[src/rtl/intersect_unit_pkg.sv]
// Token encodings and FSM state type shared by the intersect/union joiner.
// Words are 17 bits: bit16 clear means data, set means a control token.
package intersect_unit_pkg;

  localparam logic [16:0] STOP_BASE = 17'h10000;
  localparam logic [16:0] DONE      = 17'h10100;
  localparam logic [16:0] EMPTY     = 17'h10200;

  typedef enum logic [1:0] {
    ST_START,
    ST_JOIN,
    ST_DONE
  } state_t;

  function automatic logic is_done(input logic [16:0] w);
    return w == DONE;
  endfunction

  // Rebuilds S(n) from a stop level so stray upper bits never leak through.
  function automatic logic [16:0] stop_token(input logic [7:0] n);
    return STOP_BASE | {9'd0, n};
  endfunction

endpackage

[src/rtl/joiner_out_reg.sv]
// Three-lane registered valid/ready output slice for the joiner.
// Loads a coord/pos/pos triple at once and drains it when downstream accepts.
module joiner_out_reg
  import intersect_unit_pkg::*;
(
  input  logic        clk,
  input  logic        rst,
  input  logic        clk_en,
  input  logic        flush,
  input  logic        in_valid,
  output logic        in_ready,
  input  logic [16:0] in_coord,
  input  logic [16:0] in_pos_0,
  input  logic [16:0] in_pos_1,
  output logic        out_valid,
  input  logic        out_ready,
  output logic [16:0] out_coord,
  output logic [16:0] out_pos_0,
  output logic [16:0] out_pos_1
);

  logic drain;

  assign drain    = out_valid && out_ready;
  assign in_ready = !out_valid || drain;

  // Flush acts as a clear even while the clock enable is low.
  always_ff @(posedge clk or posedge rst) begin
    if (rst) begin
      out_valid <= 1'b0;
      out_coord <= '0;
      out_pos_0 <= '0;
      out_pos_1 <= '0;
    end else if (flush) begin
      out_valid <= 1'b0;
      out_coord <= '0;
      out_pos_0 <= '0;
      out_pos_1 <= '0;
    end else if (clk_en) begin
      if (in_valid && in_ready) begin
        out_valid <= 1'b1;
        out_coord <= in_coord;
        out_pos_0 <= in_pos_0;
        out_pos_1 <= in_pos_1;
      end else if (drain) begin
        out_valid <= 1'b0;
      end
    end
  end

endmodule

[src/rtl/intersect_unit.sv]
// Joins two sorted coordinate streams (intersect or union) with their paired
// position streams, emitting one registered coord/pos/pos triple per step.
module intersect_unit
  import intersect_unit_pkg::*;
(
  input  logic        clk,
  input  logic        rst,
  input  logic        clk_en,
  input  logic        flush,
  input  logic        tile_en,
  input  logic        joiner_op,
  input  logic        vector_reduce_mode,
  input  logic [16:0] coord_in_0,
  input  logic        coord_in_0_valid,
  output logic        coord_in_0_ready,
  input  logic [16:0] coord_in_1,
  input  logic        coord_in_1_valid,
  output logic        coord_in_1_ready,
  input  logic [16:0] pos_in_0,
  input  logic        pos_in_0_valid,
  output logic        pos_in_0_ready,
  input  logic [16:0] pos_in_1,
  input  logic        pos_in_1_valid,
  output logic        pos_in_1_ready,
  output logic [16:0] coord_out,
  output logic        coord_out_valid,
  input  logic        coord_out_ready,
  output logic [16:0] pos_out_0,
  output logic        pos_out_0_valid,
  input  logic        pos_out_0_ready,
  output logic [16:0] pos_out_1,
  output logic        pos_out_1_valid,
  input  logic        pos_out_1_ready
);

  state_t      state;
  logic        head_0, head_1, active, space, fire;
  logic        pop_0, pop_1, emit, to_done;
  logic        data_0, data_1, done_0, done_1;
  logic [16:0] fill, emit_coord, emit_pos_0, emit_pos_1;
  logic        reg_valid, reg_ready;

  assign head_0 = coord_in_0_valid && pos_in_0_valid;
  assign head_1 = coord_in_1_valid && pos_in_1_valid;
  assign active = tile_en && clk_en && !flush;
  assign fire   = active && space && (state == ST_JOIN) && head_0 && head_1;

  // Join decision for the current pair of heads; a Done head that is not
  // matched by a Done on the other side behaves like a Stop and is kept.
  always_comb begin
    pop_0      = 1'b0;
    pop_1      = 1'b0;
    emit       = 1'b0;
    to_done    = 1'b0;
    emit_coord = '0;
    emit_pos_0 = '0;
    emit_pos_1 = '0;
    fill       = vector_reduce_mode ? 17'h00000 : EMPTY;
    data_0     = !coord_in_0[16];
    data_1     = !coord_in_1[16];
    done_0     = is_done(coord_in_0);
    done_1     = is_done(coord_in_1);
    if (done_0 && done_1) begin
      pop_0      = 1'b1;
      pop_1      = 1'b1;
      emit       = 1'b1;
      to_done    = 1'b1;
      emit_coord = DONE;
      emit_pos_0 = DONE;
      emit_pos_1 = DONE;
    end else if (data_0 && data_1 && coord_in_0[15:0] == coord_in_1[15:0]) begin
      pop_0      = 1'b1;
      pop_1      = 1'b1;
      emit       = 1'b1;
      emit_coord = coord_in_0;
      emit_pos_0 = pos_in_0;
      emit_pos_1 = pos_in_1;
    end else if (data_0 && (!data_1 || coord_in_0[15:0] < coord_in_1[15:0])) begin
      pop_0      = 1'b1;
      emit       = joiner_op;
      emit_coord = coord_in_0;
      emit_pos_0 = pos_in_0;
      emit_pos_1 = fill;
    end else if (data_1) begin
      pop_1      = 1'b1;
      emit       = joiner_op;
      emit_coord = coord_in_1;
      emit_pos_0 = fill;
      emit_pos_1 = pos_in_1;
    end else begin
      emit = 1'b1;
      if (done_0) begin
        pop_1      = 1'b1;
        emit_coord = stop_token(coord_in_1[7:0]);
      end else if (done_1) begin
        pop_0      = 1'b1;
        emit_coord = stop_token(coord_in_0[7:0]);
      end else begin
        pop_0      = 1'b1;
        pop_1      = 1'b1;
        emit_coord = stop_token(coord_in_0[7:0]);
      end
      emit_pos_0 = emit_coord;
      emit_pos_1 = emit_coord;
    end
  end

  assign coord_in_0_ready = fire && pop_0;
  assign pos_in_0_ready   = fire && pop_0;
  assign coord_in_1_ready = fire && pop_1;
  assign pos_in_1_ready   = fire && pop_1;

  always_ff @(posedge clk or posedge rst) begin
    if (rst) begin
      state <= ST_START;
    end else if (flush) begin
      state <= ST_START;
    end else if (clk_en) begin
      case (state)
        ST_START: if (tile_en && (head_0 || head_1)) state <= ST_JOIN;
        ST_JOIN:  if (fire && to_done) state <= ST_DONE;
        ST_DONE:  state <= ST_START;
        default:  state <= ST_START;
      endcase
    end
  end

  assign reg_ready = active && coord_out_ready && pos_out_0_ready && pos_out_1_ready;

  joiner_out_reg u_out_reg (
    .clk       (clk),
    .rst       (rst),
    .clk_en    (clk_en),
    .flush     (flush),
    .in_valid  (fire && emit),
    .in_ready  (space),
    .in_coord  (emit_coord),
    .in_pos_0  (emit_pos_0),
    .in_pos_1  (emit_pos_1),
    .out_valid (reg_valid),
    .out_ready (reg_ready),
    .out_coord (coord_out),
    .out_pos_0 (pos_out_0),
    .out_pos_1 (pos_out_1)
  );

  // Valids are masked while the tile is off, stalled or being flushed so a
  // held entry can never be taken twice.
  assign coord_out_valid = reg_valid && active;
  assign pos_out_0_valid = reg_valid && active;
  assign pos_out_1_valid = reg_valid && active;

endmodule

[config.mk]
export PLATFORM = sky130hd
export DESIGN_NAME = intersect_unit
export DESIGN_NICKNAME = d
export VERILOG_FILES = /design/src/rtl/intersect_unit_pkg.sv /design/src/rtl/joiner_out_reg.sv /design/src/rtl/intersect_unit.sv
export SDC_FILE = /design/constraint.sdc
export NUM_CORES = 1
export LEC_CHECK = 0
export CAP_MARGIN = 15
export CORE_ASPECT_RATIO = 0.5
export CORE_UTILIZATION = 40
export DETAILED_ROUTE_END_ITERATION = 8
export PLACE_DENSITY = 0.76
export SYNTH_ARGS = -nofsm -noshare
export SYNTH_HDL_FRONTEND = slang
export SYNTH_SLANG_ARGS = --single-unit
[constraint.sdc]
create_clock -name clk -period 5.76 [get_ports clk]
set_input_delay 0.864 -clock clk [delete_from_list [all_inputs] [get_ports clk]]
set_output_delay 0.864 -clock clk [all_outputs]
set_load 0.05 [all_outputs]
==> results of run 1 <==
## worst max-delay path by stage
stage	end	cells after the start	slack, ns	startpoint
2_1_floorplan	pos_in_1_ready	10	1.05	coord_in_1[14]
3_3_place_gp	coord_in_1_ready	10	0.71	coord_in_1[14]
3_5_place_dp	coord_in_1_ready	10	0.63	coord_in_1[14]
4_1_cts	coord_in_1_ready	10	0.61	coord_in_1[14]
5_1_grt	coord_in_1_ready	10	0.46	coord_in_1[14]
6_report	coord_in_1_ready	10	0.59	coord_in_1[14]
## Yosys cell counts (all sizes together), types with 2 or more instances
cell,instances,share of area (%)
o21ai,25,3.8
nand4,5,1.2
a211oi,3,1.1
a311oi,2,0.54
a21oi,25,3.8
a22o,16,4.3
nor3,2,0.31
mux2,4,1.4
and3,2,0.38
a21o,17,3.9
nor4b,2,0.54
mux2i,17,5.2
nor4,5,0.96
nand3,8,1.2
clkbuf,10,1.2
ha,16,6.1
a31oi,5,1.4
or3,2,0.54
a221o,2,0.96
inv,22,2.5
nor2,19,2.7
nor2b,3,0.58
o2bb2ai,16,4.3
o211ai,2,0.46
dfrtp,54,41
buf,11,2.6
nand2,32,3.7
## per-layer routing
| metal | up-vias | share of wire (%) |
|---|---|---|
| met3 | 6 | 4.1 |
| met1 | 1467 | 50 |
| met5 | - | 0 |
| li1 | 1504 | - |
| met2 | 76 | 45 |
| met4 | 0 | 0.69 |
## worst reg2reg max path: cells and delay by family (launching register included)
kind / cells / cell delay [ns]
AO/OA/AOI/OAI: 2 / 0.93
AND/OR/NAND/NOR: 3 / 0.90
flip-flops: 1 / 0.38
## registers in the layout (all words and copies together) (netlist names)
name / cells
state: 2
u_out_reg.out_valid: 1
u_out_reg.out_coord: 17
u_out_reg.out_pos_0: 17
u_out_reg.out_pos_1: 17
## per-stage QoR
step	hold slack, ns	total power [mW]
2_1_floorplan	0.4517	0.4638
3_5_place_dp	0.4723	0.5483
4_1_cts	0.4880	0.8491
6_report	0.4760	0.8410
3_3_place_gp	0.4629	0.5469
5_1_grt	0.5104	0.8854
## cells by family (layout without fill, tap and decap cells)
family | after synthesis | count (layout) | synth area share (%)
simple gates | 87 | 87 | 13.71
flops | 54 | 54 | 41.46
buf+inv | 43 | 172 | 6.295
fa+ha+maj | 16 | 16 | 6.142
mux | 21 | 21 | 6.602
compound gates | 118 | 118 | 25.80
## where the power goes
part	internal, mW	total, mW	switching (mW)
clock	0.160	0.300	0.140
sequential	0.379	0.380	0.000450
combinational	0.0839	0.161	0.0774
## final cells by class
type / count / area (µm²) / share of cell area (%)
clock inverters: 2 / 13.76 / 0.2842
multi-input cells: 242 / 1714 / 35.39
repair buffers: 143 / 1421 / 29.35
clock buffers: 5 / 125.1 / 2.583
well taps: 108 / 135.1 / 2.790
flip-flops and latches: 54 / 1351 / 27.90
inverters: 22 / 82.58 / 1.705
==> out/qor.yml, run 1 <==
run_status:
  status: "finished, final reports clean"
grt:
  grt_pass1_vias: 2888
  antenna_found_initial: 0
  grt_pass1_wl_um: 14960
  grtUsageMet1_pct: 33.73
  grt_start_max_net_pins: 55
  met2_usage_pct: 35.63
  grt.busiest_layer: "met2"
  grt_use_met3_pct: 3.803
  grt-ovfl-total: 0
  grt_usage_pct: 22.97
yosys:
  ys_dominant_reg_cell: "dfrtp_1"
  synth_cell_type_count: 50
  yosys_warnings: 0
  syn_inst: 339
  synthesis.nets: 437
  synth.ff_latch_count: 54
  synth.avg_cell_area_um2: 9.615
  ys_seq_area_share_pct: 41.46
  syn_area_um2: 3259
  synth-edff-count: 0
  synth-async-reset-ratio_pct: 100.0
clock_network:
  clockRootBuffer: "clkbuf_16"
  h-tree-depth: 2
  cts_setup_buffers: 0
  cts_sinks: 54
  cts.hold.buffers_added: 0
  postCtsResizedCells: 0
  cts_tree: "yes"
  clk_path_buf_depth: 2
  path_clk_slew_ns: 0.07
  cts_made_buffers: 5
  clock_latency_ns: 0.29
pwr:
  ir_drop_mv: 0.1110
  power_density_nw_per_um2: 173.6
  cellLeakagePower_nw: 2.232
setup_path:
  crit_path_start_kind: "input pin"
  max_stage_delay_ns: 0.86
  path_cells: "clkdlybuf4s50_1 > inv_1 > ha_1 > nand4_2 > or3_4 > a21o_1 > and3_1 > or3_1 > a31oi_1 > clkdlybuf4s50_1"
  r2r_cells: 5
  cp_slowest_cell: "clkdlybuf4s50_1"
  cp_num_buf_inv: 3
  path_class: "input pin to output pin"
  critPathMostFrequentCell: "clkdlybuf4s50_1"
  reg2reg_from: "state[0]"
  timing.rr.end: "u_out_reg.out_pos_1[14]"
  required_ns: 4.90
  worstPathArrival_ns: 4.30
  reg2reg_slack_ns: 3.47
  crit_family: "buffers and inverters"
  critPathMaxFanout: 6
  end_kind: "output pin"
die:
  die_w_um: 129.7
  die_h_um: 65.83
  dieArea_um2: 8536
  row_count: 22
  ios: 140
  start_util_pct: 42.90
  core-area_um2: 7597
timing:
  fin_crit_ns: 5.167
  fmax_ghz: 0.1935
  finalHoldViolations: 0
  finalSetupViolCount: 0
  clock_skew_ns: 0.003428
  rsz0062_at_grt: "no"
  final_max_slew_viol_count: 0
  timing.final.crit_share_pct: 89.71
  tightest_slew_ns: 0.7355
  tns_ns: 0
  relSlewSlack_pct: 50.81
  fin_ws_ns: 0.5927
place:
  port-buffer-count: 139
  pre_cts_ws_ns: 0.6346
  gp_congestion: 0.8413
  place_area_um2: 4705
  place_hpwl_um: 7059
  placedCellCount: 569
cells_and_area:
  final_core_util_pct: 63.75
  post-route-cell-area_um2: 4843
  final_cell_mix: "clkdlybuf4s50_1 (139), dfrtp_1 (54), nand2_1 (32), a21oi_1 (24), inv_1 (21)"
  nets: 566
  drive_gt1_share_pct: 4.915
  finalNonFillerCells: 576
  fillers: 682
  layout_commonest_cell: "clkdlybuf4s50_1"
  areaGrowthSynthToFinish_pct: 48.60
  num_antenna_cells: 0
drt:
  drt_pre_antenna_iters: 5
  via_count: 3053
  drc: 0
  dr.first_iter.drc_count: 122
  routed_wl_um: 9398
  wire_per_inst_um: 16.32
  via_per_inst: 5.300
  ant_nets: 0
worst_hold_path:
  hold_class: "register to register"
  hold_depth: 2
  hold_end: "u_out_reg.out_coord[12]"
  worstHoldStart: "u_out_reg.out_coord[12]"
job:
  drv_cap: 0
(Power assumes the default switching activity.)
==> inputs of run 2 (changes only) <==
--- a/config.mk
+++ b/config.mk
@@ -7,9 +7,9 @@
 export LEC_CHECK = 0
 export CAP_MARGIN = 15
 export CORE_ASPECT_RATIO = 0.5
-export CORE_UTILIZATION = 40
+export CORE_UTILIZATION = 39
 export DETAILED_ROUTE_END_ITERATION = 8
-export PLACE_DENSITY = 0.76
+export PLACE_DENSITY = 0.78
 export SYNTH_ARGS = -nofsm -noshare
 export SYNTH_HDL_FRONTEND = slang
 export SYNTH_SLANG_ARGS = --single-unit
==> constraint.sdc (replaced) <==
create_clock -name clk -period 4.4 [get_ports clk]
set_input_delay 0.66 -clock clk [delete_from_list [all_inputs] [get_ports clk]]
set_output_delay 0.66 -clock clk [all_outputs]
set_load 0.05 [all_outputs]
==> run 2 against run 1 <==
Non-clock buffer count grew 5. Sequential power up 31%. Utilization fell by 2.7 points. Worst hold slack improved by 0.0078 ns. Clock skew up 0.0024 ns. Clock-buffer cell count is 1 higher. Die area increased by 2.5%. Via count is 2.2% higher. Flip-flop and latch count unchanged. Combinational power increased by 34%. Final area grew 1.5%. Setup slack worse by 0.31 ns. Critical endpoint is now pos_in_1_ready. Highest routed layer unchanged.
==> out/qor.yml, run 2 (synthesis results as in run 1) <==
timing:
  rsz0062_at_grt: "no"
  clock_skew_ns: 0.005812
  finalSetupViolCount: 0
  timing.final.crit_share_pct: 93.48
  fin_crit_ns: 4.113
  tightest_slew_ns: 0.7559
  fmax_ghz: 0.2431
  relSlewSlack_pct: 49.45
  finalHoldViolations: 0
  final_max_slew_viol_count: 0
  tns_ns: 0
cells_and_area:
  layout_commonest_cell: "clkdlybuf4s50_1"
  num_antenna_cells: 0
  nets: 571
  fillers: 707
  multi_input_area_um2: 1714
  seq_area_um2: 1351
  top_regs: "u_out_reg.out_coord x17, u_out_reg.out_pos_0 x17, u_out_reg.out_pos_1 x17"
  final_core_util_pct: 61.02
  final_cell_mix: "clkdlybuf4s50_1 (135), dfrtp_1 (54), nand2_1 (32), a21oi_1 (24), inv_1 (21)"
  drive_gt1_share_pct: 6.962
  areaGrowthSynthToFinish_pct: 50.86
job:
  drv_cap: 0
setup_path:
  end_kind: "output pin"
  path_class: "input pin to output pin"
  reg2reg_from: "state[0]"
  timing.rr.end: "u_out_reg.out_pos_1[0]"
  required_ns: 3.74
  crit_path_start_kind: "input pin"
  r2r_cells: 5
  critPathMaxFanout: 6
  reg2reg_slack_ns: 2.18
  worstPathArrival_ns: 3.45
worst_hold_path:
  hold_class: "register to register"
  hold_end: "u_out_reg.out_coord[11]"
  hold_depth: 2
  worstHoldStart: "u_out_reg.out_coord[11]"
clock_network:
  h-tree-depth: 2
  cts_made_buffers: 5
  postCtsResizedCells: 0
  cts_tree: "yes"
  cts_setup_buffers: 0
  clock_latency_ns: 0.30
  cts.hold.buffers_added: 0
  clk_path_buf_depth: 2
  cts_sinks: 54
  path_clk_slew_ns: 0.07
  clockRootBuffer: "clkbuf_16"
drt:
  dr.first_iter.drc_count: 216
  via_count: 3121
  ant_nets: 0
  routed_wl_um: 9622
  wire_per_inst_um: 16.42
  via_per_inst: 5.326
  drt_pre_antenna_iters: 4
  drc: 0
die:
  die_w_um: 131.3
  ios: 140
  row_count: 23
  core-area_um2: 8058
  die_h_um: 66.65
  dieArea_um2: 8749
  start_util_pct: 40.45
pwr:
  ir_drop_mv: 0.1435
  cellLeakagePower_nw: 2.275
  swShare_pct: 25.79
  p_int_mw: 0.8371
  power_density_nw_per_um2: 229.4
  p_switching_mw: 0.2909
  p_clk_share_pct: 36.9
  combPwrFrac_pct: 19.0
  pwr-share-seq_pct: 44.1
grt:
  grt-ovfl-total: 0
  grt_start_max_net_pins: 38
  antenna_found_initial: 0
  grt_usage_pct: 22.89
  grt_pass1_wl_um: 15570
  grt_pass1_vias: 3081
run_status:
  status: "finished, final reports clean"
place:
  place_hpwl_um: 7291
  port-buffer-count: 139
  gp_congestion: 0.8144
-- run 2: changes by cell type in the layout (fill, tap and decap cells not counted), sizes merged --
cell | previous run | this run
buf | 4 | 13
clkdlybuf4s50 | 139 | 135
clkbuf | 5 | 6
clkinv | 1 | 0
clkinvlp | 0 | 1
-- run 2: how the worst max path moves through the flow --
stage / from / endpoint / slack, ns / depth (start not counted)
after floorplan: coord_in_1[14] / pos_in_1_ready / 0.1 / 10
after global placement: coord_in_1[14] / coord_in_1_ready / 0.36 / 11
after detailed placement: coord_in_1[14] / pos_in_1_ready / 0.33 / 11
after CTS: coord_in_1[14] / pos_in_1_ready / 0.31 / 11
after global routing: coord_in_1[14] / coord_in_1_ready / 0.15 / 11
final: coord_in_1[14] / pos_in_1_ready / 0.29 / 11
-- run 2: worst max-delay path, stage by stage --
cell and delay, ns:
clkdlybuf4s50_1 0.49, inv_1 0.07, ha_1 0.33, nand4_2 0.13, or3_4 0.43, a21o_1 0.22
and3_1 0.24, or3_1 0.40, a31oi_1 0.19, buf_4 0.17, buf_12 0.13
-- run 2: power by group through the flow --
stage,registers [mW],logic (mW),clock network (mW)
2_1_floorplan,0.508,0.0992,0
3_3_place_gp,0.507,0.211,0
5_1_grt,0.497,0.236,0.449
4_1_cts,0.497,0.215,0.427
3_5_place_dp,0.507,0.214,0
6_report,0.497,0.215,0.416
-- run 2: stage by stage --
stage	worst slack [ns]	hold WS [ns]	total power, mW	instances	area [µm²]
floorplan	0.09863	0.4517	0.6072	339	3259
global placement	0.3645	0.4648	0.7177	578	4762
detailed placement	0.3339	0.4729	0.7206	578	4762
CTS	0.3127	0.4891	1.139	586	4917
global route	0.1483	0.5156	1.182	586	4917
finish	0.2869	0.4838	1.128	586	4917
-- run 2: routing by layer --
metal	track usage, %	wire, µm	part of all wire (%)
met3	3.805	545	5.7
met1	31.02	4486	47
met2	38.70	4539	47
met4	5.233	51	0.53
met5	0	0	0
-- run 2: area by class of cell --
| cell class | count | share of cell area, % |
|---|---|---|
| inverters | 22 | 1.679 |
| flip-flops and latches | 54 | 27.48 |
| repair buffers | 148 | 29.97 |
| well taps | 112 | 2.850 |
| multi-input cells | 242 | 34.86 |
| clock buffers | 6 | 2.824 |
| clock inverters | 2 | 0.3308 |
